`config.mk`:
```
export PLATFORM = sky130hd
export DESIGN_NAME = m6809_bus_arbiter
export DESIGN_NICKNAME = d
export VERILOG_FILES = /design/src/rtl/m6809_pkg.sv /design/src/rtl/m6809_bus_arbiter.sv
export SDC_FILE = /design/constraint.sdc
export NUM_CORES = 1
export LEC_CHECK = 0
export ABC_AREA = 1
export CAP_MARGIN = 10
export CORE_MARGIN = 1.5
export CORE_UTILIZATION = 34
export DETAILED_ROUTE_END_ITERATION = 6
export PLACE_DENSITY = 0.81
export SLEW_MARGIN = 0
export SYNTH_ARGS = -nofsm -noshare
export SYNTH_HDL_FRONTEND = slang
export SYNTH_SLANG_ARGS = --single-unit
```
`constraint.sdc`:
```
create_clock -name clk -period 2.3 [get_ports clk]
set_input_delay 0.575 -clock clk [delete_from_list [all_inputs] [get_ports clk]]
set_output_delay 0.575 -clock clk [all_outputs]
set_load 0.005 [all_outputs]
```
`src/rtl/m6809_pkg.sv`:
```
// Shared types for the 6809 bus arbiter: tenure FSM states and burst defaults.
// Purely declarative; no logic, no latency, no flow control.
package m6809_pkg;

    typedef enum logic [1:0] {
        ST_CPU       = 2'd0,
        ST_HALT_WAIT = 2'd1,
        ST_DMA       = 2'd2,
        ST_RELEASE   = 2'd3
    } arb_state_t;

    localparam int DEFAULT_MAX_BURST = 16;

endpackage

```
`src/rtl/m6809_bus_arbiter.sv`:
```
// Purpose: shares one ROM/RAM bus between a 6809 core and a DMA requester via HALT/BA.
// Latency: dma_ack combinational in DMA; read data and rom_wr_err one cycle after ack.
// Backpressure: requester holds dma_req/addr/data stable until dma_ack; bursts capped at MAX_BURST.
module m6809_bus_arbiter
    import m6809_pkg::*;
#(
    parameter int MAX_BURST    = DEFAULT_MAX_BURST,
    parameter int ROM_BASE_BIT = 15
) (
    input  logic        clk,
    input  logic        reset,
    input  logic [15:0] cpu_addr,
    input  logic [7:0]  cpu_dout,
    input  logic        cpu_rw_n,
    output logic [7:0]  cpu_din,
    output logic        cpu_halt,
    input  logic        cpu_ba,
    input  logic        dma_req,
    input  logic [15:0] dma_addr,
    input  logic [7:0]  dma_wdata,
    input  logic        dma_rw_n,
    output logic        dma_ack,
    output logic [7:0]  dma_rdata,
    output logic        dma_rvalid,
    output logic [15:0] mem_addr,
    output logic [7:0]  mem_wdata,
    output logic        mem_rw_n,
    output logic        sel_rom,
    output logic        sel_ram,
    input  logic [7:0]  rom_dout,
    input  logic [7:0]  ram_dout,
    output logic        rom_wr_err
);

    localparam logic [7:0] BURST_LIMIT = 8'(MAX_BURST);
    localparam logic [7:0] BURST_LAST  = 8'(MAX_BURST - 1);

    arb_state_t state;
    arb_state_t state_nxt;

    logic [7:0] burst_cnt;
    logic       cpu_held;
    logic       bus_en;
    logic       core_owns;
    logic       dma_rom_q;
    logic       cpu_rom_q;
    logic [7:0] rom_q;
    logic       dma_wr_rom;

    always_ff @(posedge clk) begin
        if (reset) begin
            state <= ST_CPU;
        end else begin
            state <= state_nxt;
        end
    end

    always_comb begin
        state_nxt = state;
        cpu_halt  = 1'b0;
        dma_ack   = 1'b0;
        bus_en    = 1'b0;
        core_owns = 1'b0;
        mem_addr  = cpu_addr;
        mem_wdata = cpu_dout;
        mem_rw_n  = cpu_rw_n;

        case (state)
            ST_CPU: begin
                bus_en    = 1'b1;
                core_owns = 1'b1;
                if (dma_req && cpu_held) begin
                    state_nxt = ST_HALT_WAIT;
                end
            end
            ST_HALT_WAIT: begin
                cpu_halt  = 1'b1;
                core_owns = 1'b1;
                // Once BA is up the core has floated its bus; stop decoding its stale address.
                bus_en    = !cpu_ba;
                if (cpu_ba) begin
                    state_nxt = ST_DMA;
                end
            end
            ST_DMA: begin
                cpu_halt  = 1'b1;
                mem_addr  = dma_addr;
                mem_wdata = dma_wdata;
                dma_ack   = dma_req && (burst_cnt < BURST_LIMIT);
                bus_en    = dma_ack;
                // ROM writes are acked but never reach the bus; idle DMA cycles read nothing.
                mem_rw_n  = dma_rw_n || dma_addr[ROM_BASE_BIT] || !dma_ack;
                if (!dma_req || !dma_ack || (burst_cnt == BURST_LAST)) begin
                    state_nxt = ST_RELEASE;
                end
            end
            ST_RELEASE: begin
                mem_rw_n = 1'b1;
                if (!cpu_ba) begin
                    state_nxt = ST_CPU;
                end
            end
            default: begin
                state_nxt = ST_CPU;
            end
        endcase

        sel_rom = bus_en && mem_addr[ROM_BASE_BIT];
        sel_ram = bus_en && !mem_addr[ROM_BASE_BIT];
    end

    assign dma_wr_rom = dma_ack && !dma_rw_n && dma_addr[ROM_BASE_BIT];

    always_ff @(posedge clk) begin
        if (reset) begin
            burst_cnt  <= 8'h00;
            cpu_held   <= 1'b0;
            dma_rvalid <= 1'b0;
            dma_rom_q  <= 1'b0;
            cpu_rom_q  <= 1'b0;
            rom_q      <= 8'h00;
            rom_wr_err <= 1'b0;
        end else begin
            cpu_held   <= (state == ST_CPU);
            dma_rvalid <= dma_ack && dma_rw_n;
            dma_rom_q  <= dma_addr[ROM_BASE_BIT];
            rom_q      <= rom_dout;
            rom_wr_err <= dma_wr_rom;
            if (core_owns) begin
                cpu_rom_q <= mem_addr[ROM_BASE_BIT];
            end
            if (state_nxt == ST_CPU) begin
                burst_cnt <= 8'h00;
            end else if (dma_ack && (burst_cnt != 8'hFF)) begin
                burst_cnt <= burst_cnt + 8'h01;
            end
        end
    end

    // ROM data is registered so both memories present read data with the same one-cycle lag.
    assign cpu_din   = cpu_rom_q ? rom_q : ram_dout;
    assign dma_rdata = dma_rvalid ? (dma_rom_q ? rom_q : ram_dout) : 8'h00;

endmodule

```
==> summary.txt, run 1 <==
Status
  • Run status: complete, no violations

STA
  • Final Hold Viols: 0
  • Slew Viols, Final: 0
  • Slew headroom: 0.660
  • Skew final: 0.00175 ns
  • Period minus WS final: 2.25 ns
  • Setup Viol. Count Final: 0
  • Slew @ Worst Pin: 0.509 ns
  • Fmax: 444 MHz
  • Final Worst Setup Slack: 0.0454 ns
  • Final Cycle Share: 0.980

Final layout
  • Layout Nets: 450
  • Layout overhead on the synthesized area: 93.8%
  • Layout cells sized above 1: 0.123
  • Final std cells w/o fill: 426
  • Final core utilization: 0.680
  • Fin area: 0.00294 mm2
  • Diodes inserted: 0

Die
  • DIE HEIGHT: 69.8 um
  • Io pins: 117
  • Initial core utilization: 0.351
  • Core area: 0.00432 mm2
  • Rows: 24
  • Chip Width: 69.8 um
  • Die Area: 0.00487 mm2

Clocking
  • Longest Clk Path Bufs: 2
  • CTS root buffer: clkbuf_8
  • Clk sink count: 23
  • Hold_buf cts: 0
  • Reg clk slew, reported paths: 0.08 ns
  • CTS H-tree depth: 1
  • CTS tree: yes
  • Clock latency on the worst-skew pair: 0.26 ns
  • TritonCTS Buffers: 3

Critical path
  • Setup crit start kind: input pin
  • CP arrival: 1.68 ns
  • Critical Path RT: 1.73 ns
  • Depth of the worst register-to-register path: 8
  • CP Class: input pin to output pin
  • Critical path peak fanout: 1
  • Worst R2R Start: state[0]
  • Worst setup EP type: output pin
  • RR Endpoint: cpu_rom_q
  • Worst reg-to-reg setup slack: 0.82 ns

Global route
  • First-pass GRT wire length: 8000 um
  • GRT Residual Overflow: 0
  • Largest net degree at the start of global routing: 18
  • Initial antenna violation count: 0
  • Gr usage total: 0.198
  • Vias in the first global route: 1,779

Power and ir drop
  • Maximum vdd drop: 0.482 mV
  • Leakage: 1.56 nW
  • Pwr dens: 603 mW/mm2

Synthesis
  • Mapped Area: 0.00152 mm2
  • Post-Syn Instances: 245
  • Ys Warns: 0
  • Number of synthesized flops with an enable pin: 0
  • #FFs+latches synth: 23
  • Post-Synthesis Net Count: 320
  • Avg Cell Area, Syn: 6.19 um2
  • Sequential cell area fraction in the yosys report: 0.303
  • Distinct cells, synth: 28
  • Synth async-reset ratio: 0
  • Ys flop type: dfxtp_1

Min path
  • Min-Delay Endpoint: burst_cnt[5]
  • Hold Path Class: flop to flop
  • Hold Crit Depth: 2
  • Hold Crit Start: burst_cnt[5]

Placed design
  • Pre-CTS setup slack: -0.325 ns
  • Placed cells: 417
  • DPL Wire Length: 3850 um
  • Port Buffers: 116
  • DP Area: 0.00280 mm2
  • Routability cong.: 0.773

Route
  • Routed Antenna Nets: 0
  • Routed length per placed instance: 11.7 um
  • Via count: 1,870
  • TritonRoute pass-1 iters: 4
  • Number of remaining DRC errors: 0
  • Vias per inst: 4.39
  • WL final: 5000 um
  • 1st-iter DRT viols: 69

Job
  • Max-cap violation count: 0
[state kept, by name, indices dropped and copies added (netlist names)]
signal      flops
burst_cnt       8
cpu_held        1
cpu_rom_q       1
dma_rom_q       1
dma_rvalid      1
rom_q           8
rom_wr_err      1
state           2
[placed cells by master, fill, tap and decap left out, types with 8 or more instances in the layout]
cell type,instances
clkdlybuf4s50_1,81
buf_4,12
dlygate4sd2_1,18
o21ai_0,17
a21oi_2,8
nand2_1,96
dlymetal6s2s_1,16
inv_1,35
nor2_1,16
dfxtp_1,21
a21oi_1,12
[cell usage after synthesis (2+ instances only)]
| cell type | count | area [um2] |
|---|---|---|
| a21oi_2 | 8 | 70.1 |
| nand2_1 | 96 | 360 |
| buf_2 | 5 | 25.0 |
| nand2_2 | 2 | 12.5 |
| buf_6 | 2 | 22.5 |
| clkbuf_1 | 2 | 7.51 |
| nand3_1 | 3 | 15.0 |
| nand2_4 | 2 | 22.5 |
| ha_1 | 5 | 62.6 |
| dfxtp_1 | 23 | 460 |
| xnor2_1 | 2 | 17.5 |
| a21oi_1 | 12 | 60.1 |
| o21ai_0 | 17 | 85.1 |
| nor2_1 | 16 | 60.1 |
| inv_1 | 37 | 139 |
[metal layers]
layer / track usage / part of all wire / up-vias
met3: 0.0320 / 0.034 / 8
met1: 0.229 / 0.43 / 819
met5: 0 / 0 / -
met2: 0.376 / 0.52 / 41
met4: 0.0470 / 0.015 / 0
li1: - / - / 1002
[metrics by stage]
| stage | setup TNS [ns] | power [mW] | hold WS, ns |
|---|---|---|---|
| 2_1_floorplan | 0 | 0.934 | 0.421 |
| 3_3_place_gp | -1.51 | 1.51 | 0.434 |
| 4_1_cts | 0 | 1.77 | 0.452 |
| 6_report | 0 | 1.77 | 0.453 |
| 3_5_place_dp | -1.68 | 1.53 | 0.440 |
| 5_1_grt | -0.0152 | 1.91 | 0.474 |
[worst max-delay path: stages]
cell             delay [ns]
clkdlybuf4s50_1        0.49
nand2_1                0.06
nand2_1                0.06
clkdlybuf4s50_1        0.49
[area by class of cell]
class,instances,area (um2)
clock buffers,3,41.3
clock inverters,1,5.00
fillers,379,1380
inverters,39,158
multi-input cells,174,861
flip-flops and latches,23,463
well taps,52,65.1
repair buffers,134,1350
[how the worst max path moves through the flow]
stage                       startpoint           end
after floorplan               state[0]       sel_ram
after global placement         dma_req       sel_rom
after detailed placement       dma_req       sel_ram
after CTS                  ram_dout[1]    cpu_din[1]
after global routing          state[0]  mem_wdata[6]
final                     dma_addr[12]  mem_addr[12]
[repair_timing]
action,4_1_cts,5_1_grt
resized for setup,25,23
setup buffers,2,3
endpoints found under the hold margin,0,0
endpoints found under the setup margin,39,30
pin swaps,3,2
[report_power, final]
group          switching, mW  internal [mW]
sequential            0.0487          0.438
combinational          0.464          0.571
clock                  0.130          0.121
total                  0.643           1.13
[cells by family after synthesis]
family          share of synthesized area
simple gates                        0.348
compound gates                      0.158
flops                               0.303
buf+inv                             0.138
fa+ha+maj                          0.0412
xor+xnor                           0.0115
No activity file was read; power rests on OpenSTA's default activity.
==> run 2, diff against run 1 <==
- CORE_UTILIZATION: 34 -> 30
- PLACE_DENSITY: 0.81 -> 0.75
- clock period: 2.3 -> 1.9 ns (I/O delays scaled with it)
==> summary.txt, run 2 (same netlist as run 1, synthesis figures left out) <==
Status
  • Run status: complete, but fails checks
  • Violations in the final reports: negative setup slack

Critical path
  • Critical path peak fanout: 3
  • Depth of the worst register-to-register path: 8
  • Critical Path RT: 1.42 ns
  • CP max-delay cell: dfxtp_2
  • Worst reg-to-reg setup slack: 0.44 ns
  • CP Class: flop to output pin
  • CP Cell Sequence: inv_2 -> ha_4 -> inv_4 -> nor2_2 -> buf_4 -> nand3_1 -> o21ai_1 -> nand2_1 -> dlygate4sd2_1
  • Worst setup EP type: output pin
  • Cell family with most CP delay: buffers and inverters
  • CP peak stage delay: 0.33 ns
  • RR Endpoint: cpu_rom_q
  • Worst R2R Start: state[0]
  • Setup crit start kind: flop
  • Worst Path Buf+Inv: 4
  • CP arrival: 1.55 ns

Die
  • Rows: 25
  • Core area: 0.00479 mm2
  • Die Area: 0.00549 mm2
  • Initial core utilization: 0.317
  • Chip Width: 74.1 um
  • DIE HEIGHT: 74.1 um
  • Io pins: 117

STA
  • Slew @ Worst Pin: 0.237 ns
  • Slew Viols, Final: 0
  • Slew headroom: 0.841
  • Period minus WS final: 2.02 ns
  • Hold WS: 0.448 ns
  • Final Hold Viols: 0
  • Unrepaired setup endpoints after global routing: true
  • Final Cycle Share: 1.06
  • Final Worst Setup Slack: -0.121 ns
  • Skew final: 0.00249 ns
  • Fmax: 495 MHz
  • Setup Viol. Count Final: 11

Route
  • Via count: 1,904
  • Number of remaining DRC errors: 0
  • WL final: 5080 um
  • Routed length per placed instance: 11.3 um
  • TritonRoute pass-1 iters: 4
  • Routed Antenna Nets: 0
  • 1st-iter DRT viols: 51
  • Vias per inst: 4.22

Final layout
  • Diodes inserted: 0
  • Most frequent cells in the layout: 94 x nand2_1, 68 x clkdlybuf4s50_1, 34 x inv_1, 20 x dfxtp_1, 20 x buf_4
  • Layout overhead on the synthesized area: 101%
  • Largest regs: burst_cnt: 8 flops, rom_q: 8 flops, state: 2 flops
  • Final std cells w/o fill: 451
  • Layout cells sized above 1: 0.224
  • Final core utilization: 0.638
  • Fill cells: 433
  • Commonest non-fill, non-tap cell in the layout: nand2_1
  • Layout Nets: 460

Global route
  • First-pass GRT wire length: 7950 um
  • Gr usage total: 0.182
  • Largest net degree at the start of global routing: 19
  • Initial antenna violation count: 0
  • Vias in the first global route: 1,813
  • GRT Residual Overflow: 0

Min path
  • Hold Crit Depth: 2
  • Hold Crit Start: burst_cnt[5]
  • Min-Delay Endpoint: burst_cnt[5]
  • Hold Path Class: flop to flop

Power and ir drop
  • Leakage: 1.54 nW
  • Pwr dens: 740 mW/mm2
  • Maximum vdd drop: 0.523 mV

Job
  • Max-cap violation count: 0

Placed design
  • DPL Wire Length: 3970 um
  • Port Buffers: 116
  • Pre-CTS setup slack: -0.547 ns
  • Routability cong.: 0.839
  • Placed cells: 441

Clocking
  • Reg clk slew, reported paths: 0.08 ns
  • CTS root buffer: clkbuf_8
  • Longest Clk Path Bufs: 2
  • CTS H-tree depth: 1
  • Clk sink count: 23
  • Clock latency on the worst-skew pair: 0.26 ns
  • TritonCTS Buffers: 3
  • CTS tree: yes
run 2: cell types whose count changed in the layout (fill, tap and decap cells not counted), sizes merged, moves of 9 or more:
cell,change
buf,+12
clkbuf,+9
clkdlybuf4s15,+10
clkdlybuf4s50,-13
dlymetal6s2s,-10
run 2: worst max-delay path by stage:
| stage | start | end | slack, ns | depth (start not counted) |
|---|---|---|---|---|
| after global placement | dma_req | sel_ram | -0.53 | 8 |
| after floorplan | state[0] | sel_ram | 0.12 | 8 |
| after detailed placement | dma_req | sel_ram | -0.55 | 8 |
| final | state[0] | mem_rw_n | -0.12 | 9 |
| after global routing | state[0] | mem_rw_n | -0.24 | 9 |
| after CTS | state[0] | mem_addr[2] | -0.24 | 6 |
run 2: area by class of cell:
type,instances,area (um2),share of cell area
multi-input cells,174,897,0.294
repair buffers,144,1400,0.460
inverters,39,156,0.0513
clock buffers,3,41.3,0.0135
flip-flops and latches,23,464,0.152
clock inverters,1,5.00,0.00164
well taps,67,83.8,0.0275
run 2: power breakdown:
part,switching [mW],total (mW),internal [mW]
Combinational,0.642,1.40,0.760
Clock,0.152,0.298,0.146
Sequential,0.0279,0.559,0.531
run 2: timing repair:
item | in CTS | in global routing
pin swaps | 4 | 2
hold buffers | 0 | 0
resized for setup | 81 | 40
gates cloned | 1 | 1
hold endpoints to repair | 0 | 0
endpoints found under the setup margin | 45 | 31
setup buffers | 3 | 1
run 2: metrics by stage:
stage,cell area (um2),TNS (ns),power [mW]
global route,3050,-1.46,2.45
CTS,2980,-1.98,2.21
global placement,2890,-8.20,1.91
detailed placement,2890,-8.55,1.93
finish,3050,-0.548,2.26
floorplan,1520,0,1.13
run 2: routing by layer:
layer	part of all wire	routed length (um)	vias to the layer above	track usage
met2	0.51	2590	48	0.330
li1	-	-	1018	-
met4	0.0096	49	0	0.0309
met3	0.044	224	6	0.0325
met1	0.44	2220	832	0.227
met5	0	0	-	0
run 2: tightest hold or removal path, cell delays in order (launching register included):
cell	delay (ns)
dfxtp_1	0.32
inv_1	0.06
a21oi_2	0.03
